<file path="config.mk">
export PLATFORM = sky130hd
export DESIGN_NAME = vx_raster_stamp_packer
export DESIGN_NICKNAME = d
export VERILOG_FILES = /design/src/rtl/vx_raster_stamp_packer_pkg.sv /design/src/rtl/vx_raster_pack_buf.sv /design/src/rtl/vx_raster_stamp_packer.sv
export SDC_FILE = /design/constraint.sdc
export NUM_CORES = 1
export LEC_CHECK = 0
export CAP_MARGIN = 20
export CORE_MARGIN = 3
export CORE_UTILIZATION = 45
export CTS_CLUSTER_DIAMETER = 60
export CTS_CLUSTER_SIZE = 20
export DETAILED_ROUTE_END_ITERATION = 6
export MAX_ROUTING_LAYER = met4
export PLACE_DENSITY = 0.68
export SLEW_MARGIN = 20
export SYNTH_ARGS = -nofsm -noshare
export SYNTH_HDL_FRONTEND = slang
export SYNTH_SLANG_ARGS = --single-unit
</file>
<file path="constraint.sdc">
create_clock -name clk -period 34.7 [get_ports clk]
set_input_delay 6.94 -clock clk [delete_from_list [all_inputs] [get_ports clk]]
set_output_delay 6.94 -clock clk [all_outputs]
set_load 0.03 [all_outputs]
</file>
<file path="src/rtl/vx_raster_stamp_packer_pkg.sv">
// rtl/vx_raster_stamp_packer_pkg.sv - shared raster stamp types, widths and packer FSM states
package vx_raster_stamp_packer_pkg;

    typedef struct packed {
        logic [63:0] bcoords;
        logic [15:0] pid;
        logic [15:0] mask;
        logic [15:0] pos_y;
        logic [15:0] pos_x;
    } stamp_t;

    localparam int STAMP_W      = $bits(stamp_t);
    localparam int RASTER_LANES = 4;

    typedef logic [RASTER_LANES-1:0] lane_mask_t;

    typedef enum logic {
        ST_RUN  = 1'b0,
        ST_DONE = 1'b1
    } pack_state_t;

endpackage

</file>
<file path="src/rtl/vx_raster_pack_buf.sv">
// rtl/vx_raster_pack_buf.sv - stamp fill buffer with occupancy count and zero-padded lane view
module vx_raster_pack_buf #(
    parameter int NUM_LANES = 4,
    parameter int STAMP_W   = 128,
    parameter int CNT_W     = $clog2(NUM_LANES + 1)
) (
    input  logic                         clk,
    input  logic                         rst,
    input  logic                         push,
    input  logic [STAMP_W-1:0]           push_data,
    input  logic                         pop,
    output logic [CNT_W-1:0]             count,
    output logic [NUM_LANES*STAMP_W-1:0] lanes,
    output logic [NUM_LANES-1:0]         lane_mask
);

    logic [STAMP_W-1:0] slot [NUM_LANES];
    logic [CNT_W-1:0]   wr_idx;

    // A push that coincides with a pop lands in slot 0 of the emptied buffer.
    assign wr_idx = pop ? '0 : count;

    always_ff @(posedge clk or posedge rst) begin
        if (rst) begin
            count <= '0;
        end else if (pop) begin
            count <= push ? CNT_W'(1) : '0;
        end else if (push) begin
            count <= count + 1'b1;
        end
    end

    always_ff @(posedge clk) begin
        for (int i = 0; i < NUM_LANES; i++) begin
            if (push && (wr_idx == CNT_W'(i))) begin
                slot[i] <= push_data;
            end
        end
    end

    always_comb begin
        lanes     = '0;
        lane_mask = '0;
        for (int i = 0; i < NUM_LANES; i++) begin
            if (CNT_W'(i) < count) begin
                lanes[i*STAMP_W +: STAMP_W] = slot[i];
                lane_mask[i]                = 1'b1;
            end
        end
    end

endmodule

</file>
<file path="src/rtl/vx_raster_stamp_packer.sv">
// rtl/vx_raster_stamp_packer.sv - packs rasterizer stamps into raster bus requests; RASTER_PACKER_PERF_EN adds perf counters
module vx_raster_stamp_packer #(
    parameter int NUM_LANES     = 4,
    parameter int STAMP_W       = vx_raster_stamp_packer_pkg::STAMP_W,
    parameter int FLUSH_TIMEOUT = 16
) (
    input  logic                         clk,
    input  logic                         reset,
    input  logic                         stamp_valid,
    input  logic [STAMP_W-1:0]           stamp_data,
    output logic                         stamp_ready,
    input  logic                         raster_idle,
    input  logic                         frame_start,
    output logic                         req_valid,
    input  logic                         req_ready,
    output logic [NUM_LANES*STAMP_W-1:0] req_stamps,
    output logic [NUM_LANES-1:0]         req_lane_mask,
    output logic                         req_done
`ifdef RASTER_PACKER_PERF_EN
    ,
    output logic [31:0]                  perf_packs,
    output logic [31:0]                  perf_partials,
    output logic [31:0]                  perf_stalls
`endif
);

    import vx_raster_stamp_packer_pkg::*;

    localparam int CNT_W = $clog2(NUM_LANES + 1);
    localparam int TMR_W = $clog2(FLUSH_TIMEOUT + 1);

    pack_state_t                  state;
    logic [CNT_W-1:0]             count;
    logic [NUM_LANES*STAMP_W-1:0] buf_lanes;
    logic [NUM_LANES-1:0]         buf_mask;
    logic                         out_valid;
    logic [NUM_LANES*STAMP_W-1:0] out_stamps;
    logic [NUM_LANES-1:0]         out_mask;
    logic [TMR_W-1:0]             idle_cnt;

    logic run;
    logic buf_full;
    logic accept;
    logic timeout_hit;
    logic flush_cond;
    logic transfer;
    logic consume;

    assign run         = (state == ST_RUN);
    assign buf_full    = (count == CNT_W'(NUM_LANES));
    assign stamp_ready = run && !buf_full;
    assign accept      = stamp_valid && stamp_ready;
    assign timeout_hit = (count != '0) && (idle_cnt == TMR_W'(FLUSH_TIMEOUT - 1));
    assign flush_cond  = buf_full || timeout_hit || (raster_idle && (count != '0));
    assign transfer    = run && flush_cond && (!out_valid || req_ready);
    assign consume     = run && out_valid && req_ready;

    vx_raster_pack_buf #(
        .NUM_LANES (NUM_LANES),
        .STAMP_W   (STAMP_W),
        .CNT_W     (CNT_W)
    ) u_buf (
        .clk       (clk),
        .rst       (reset),
        .push      (accept),
        .push_data (stamp_data),
        .pop       (transfer),
        .count     (count),
        .lanes     (buf_lanes),
        .lane_mask (buf_mask)
    );

    // Counter saturates at the timeout value so a blocked flush fires on the first free cycle.
    always_ff @(posedge clk or posedge reset) begin
        if (reset) begin
            idle_cnt <= '0;
        end else if (accept || transfer) begin
            idle_cnt <= '0;
        end else if ((count != '0) && !buf_full && !timeout_hit) begin
            idle_cnt <= idle_cnt + 1'b1;
        end
    end

    always_ff @(posedge clk or posedge reset) begin
        if (reset) begin
            out_valid  <= 1'b0;
            out_stamps <= '0;
            out_mask   <= '0;
        end else if (transfer) begin
            out_valid  <= 1'b1;
            out_stamps <= buf_lanes;
            out_mask   <= buf_mask;
        end else if (consume) begin
            out_valid  <= 1'b0;
        end
    end

    always_ff @(posedge clk or posedge reset) begin
        if (reset) begin
            state <= ST_RUN;
        end else begin
            case (state)
                ST_RUN: begin
                    if (raster_idle && (count == '0) && !out_valid && !stamp_valid) begin
                        state <= ST_DONE;
                    end
                end
                ST_DONE: begin
                    if (frame_start) begin
                        state <= ST_RUN;
                    end
                end
                default: state <= ST_RUN;
            endcase
        end
    end

    // DONE is a sticky request with empty payload that every warp observes.
    assign req_valid     = run ? out_valid : 1'b1;
    assign req_done      = !run;
    assign req_lane_mask = (run && out_valid) ? out_mask : '0;
    assign req_stamps    = (run && out_valid) ? out_stamps : '0;

`ifdef RASTER_PACKER_PERF_EN
    always_ff @(posedge clk or posedge reset) begin
        if (reset) begin
            perf_packs    <= '0;
            perf_partials <= '0;
            perf_stalls   <= '0;
        end else begin
            if (transfer && buf_full) begin
                perf_packs <= perf_packs + 32'd1;
            end
            if (transfer && !buf_full) begin
                perf_partials <= perf_partials + 32'd1;
            end
            if (run && out_valid && !req_ready) begin
                perf_stalls <= perf_stalls + 32'd1;
            end
        end
    end
`endif

endmodule
</file>
==> out/metrics.yaml <==
dpl_cell_area_mm2: 0.0487
yosysSeqAreaShare_pct: 69.3
finalCoreUtilization_pct: 56.7
htreeDepth: 3
vdd_drop_max_v: 0.0000776
nNetsFinal: 3794
wl_um: 103000
grt_max_degree: 237
design_area_mm2: 0.0512
crit_required_ps: 27760
drtAntennaViolNets: 0
top_usage_layer: "met2"
drt_drc_violations_left: 0
place_congestion: 0.843
finalHoldViolations: 0
fmax_ghz: 0.0871
chipHeight_um: 309
met1_usage_pct: 28.7
post_drt_wl_per_cell_um: 21.0
worst_setup_path_start_kind: "register"
die-area_mm2: 0.0952
cap_violations: 0
slew_headroom_pct: 31.7
postSynthCellCount: 3057
grt_pass1_wl_um: 154000
fillers: 7493
clk_pin_slew_ps: 80
worstPathArrival_ps: 4540
track_usage_pct: 22.1
grt.met3_usage_pct: 3.56
grt.overflow.total: 0
grt_pass1_vias: 24200
cts-root-buf: "clkbuf_16"
antenna_found_initial: 10
crit_type: "register to output port"
io_buffers: 652
layout-drive-gt1-share_pct: 7.70
cts.sinks: 1038
cp_common_cell: "buf_4"
worst_pin_slew_ps: 1030
min_period_ps: 11480
core_area_mm2: 0.0904
hpwl_um: 63600
fin_crit_sh_pct: 33.1
yosysWarnings: 0
cellPowerDensity_mw_per_mm2: 94.2
cts_buffers: 73
cts_resized: 0
path_cells: "nor2b_4 > buf_16 > buf_4 > buf_4 > and2_1 > clkdlybuf4s50_1"
met2_usage_pct: 35.9
vias: 23900
start_util_pct: 45.5
cts_buffer_depth: 3
clock_latency_ps: 630
netlist_area_mm2: 0.0412
status: "complete, no violations"
finalSetupViolCount: 0
io_pins: 653
synth_cell_types: 35
synth.avg_cell_area_um2: 13.5
holdBufCountCts: 0
rsz0062_at_grt: "no"
hold_class: "register to register"
num_rows: 110
finalSetupTns_ps: 0
final-max-slew-violation-count: 0
drt_first_pass_iters: 5
setup.worst_path.end_class: "output port"
layout_common_cells: "clkdlybuf4s50_1, dfrtp_1, and2_1"
worstPathMaxFanout: 116
ys_ff_latch: 1038
synthesis.nets: 3195
p_leak_uw: 0.0200
vias_per_cell: 4.88
drt_iter0_drc: 1502
fin_skew_ps: 34.7
layout_commonest_cell: "clkdlybuf4s50_1"
area_growth_pct: 24.4
critPathMaxStageDelay_ps: 730
dieWidth_um: 309
cp_slowest_cell: "buf_4"
cts_tree: "done"
postCtsSetupBuffers: 0
==> Yosys cell counts <==
master,n,area [um^2]
dfrtp_1,526,13200
buf_6,20,225
o31ai_1,2,15.0
or2_1,1,6.26
and2_1,516,3230
nand2_1,389,1460
o21ai_0,3,15.0
buf_1,1,3.75
nor4_1,3,18.8
nor2b_1,3,18.8
buf_4,8,60.1
nor3_2,1,10.0
a21o_1,2,15.0
clkbuf_1,100,375
or3_1,2,12.5
or4_1,2,15.0
nor3_1,3,15.0
mux2i_1,385,3850
and2b_1,1,7.51
nor2_1,4,15.0
xnor2_1,3,26.3
mux2_2,132,1490
inv_1,392,1470
buf_2,30,150
ha_1,4,50.1
nand3_1,2,10.0
a211oi_1,1,7.51
o41ai_1,1,8.76
and3_1,1,6.26
a21oi_1,3,15.0
a41o_1,1,10.0
edfxtp_1,512,15400
nor3b_1,1,7.51
nor4_2,1,12.5
a2111oi_0,1,8.76
==> final timing paths <==
kind	from	end	slack (ps)	cells past startpoint
worst min-delay path	u_buf.slot[0][109]	out_stamps[109]	460	1
max in group asynchronous	reset	out_stamps[36]	25590	4
worst min register to register	u_buf.slot[0][109]	out_stamps[109]	460	1
worst max-delay path	req_done	req_stamps[44]	23220	6
worst max register to register	u_buf.count[0]	out_stamps[87]	29260	9
min in group asynchronous	reset	out_stamps[364]	6820	2
==> final cells by class <==
type,instances,area [um^2],area share (%)
Antenna cell,11,27.5,0.0537
Inverter,392,1480,2.89
Clock inverter,36,418,0.816
Tap cell,1176,1470,2.87
Timing Repair Buffer,683,6870,13.4
Multi-Input combinational cell,1468,10400,20.3
Sequential cell,1038,28500,55.7
Clock buffer,98,2010,3.93
==> routing by layer <==
| metal | vias up | part of all wire, % | wire, um |
|---|---|---|---|
| met2 | 618 | 49 | 50800 |
| met4 | 0 | 2.6 | 2670 |
| met3 | 128 | 5.2 | 5350 |
| met5 | - | 0 | 0 |
| met1 | 12100 | 43 | 44300 |
| li1 | 11100 | - | - |
==> report_power, final <==
| part | switching (uW) | internal, uW | leakage [uW] |
|---|---|---|---|
| combinational | 1260 | 822 | 0.00728 |
| clock | 449 | 443 | 0.00118 |
| sequential | 173 | 1680 | 0.0116 |
| total | 1880 | 2940 | 0.0200 |
==> critical path: cells and delay by family, from the launching register on <==
family                 cells  cell delay, ps
buffers and inverters      4            2390
DFF                        1             530
and+or+nand+nor            2             830
==> kinds of logic after synthesis <==
kind of cell             count (synthesis)  synth area share, %
AO/OA/AOI/OAI                           14                0.231
XOR/XNOR                                 3               0.0638
adder cells (fa/ha/maj)                  4                0.122
buffers and inverters                  551                 5.55
flip-flops                            1038                 69.3
multiplexers                           517                 13.0
AND/OR/NAND/NOR                        930                 11.8
==> registers in the layout, summed over array words and instances (netlist names) <==
register	count
out_valid	1
u_buf.slot	512
idle_cnt	5
req_done	1
out_stamps	512
out_mask	4
u_buf.count	3
==> metrics by stage <==
stage / instances / total power, uW / hold slack (ps) / setup WS [ps]
floorplan: 3057 / 3240 / 454 / 13060
global placement: 4756 / 3940 / 455 / 22760
detailed placement: 4756 / 3980 / 461 / 22730
CTS: 4890 / 4880 / 464 / 22880
global route: 4901 / 5080 / 466 / 22850
finish: 4902 / 4820 / 461 / 23220
Power figures use the tool's default switching activity.
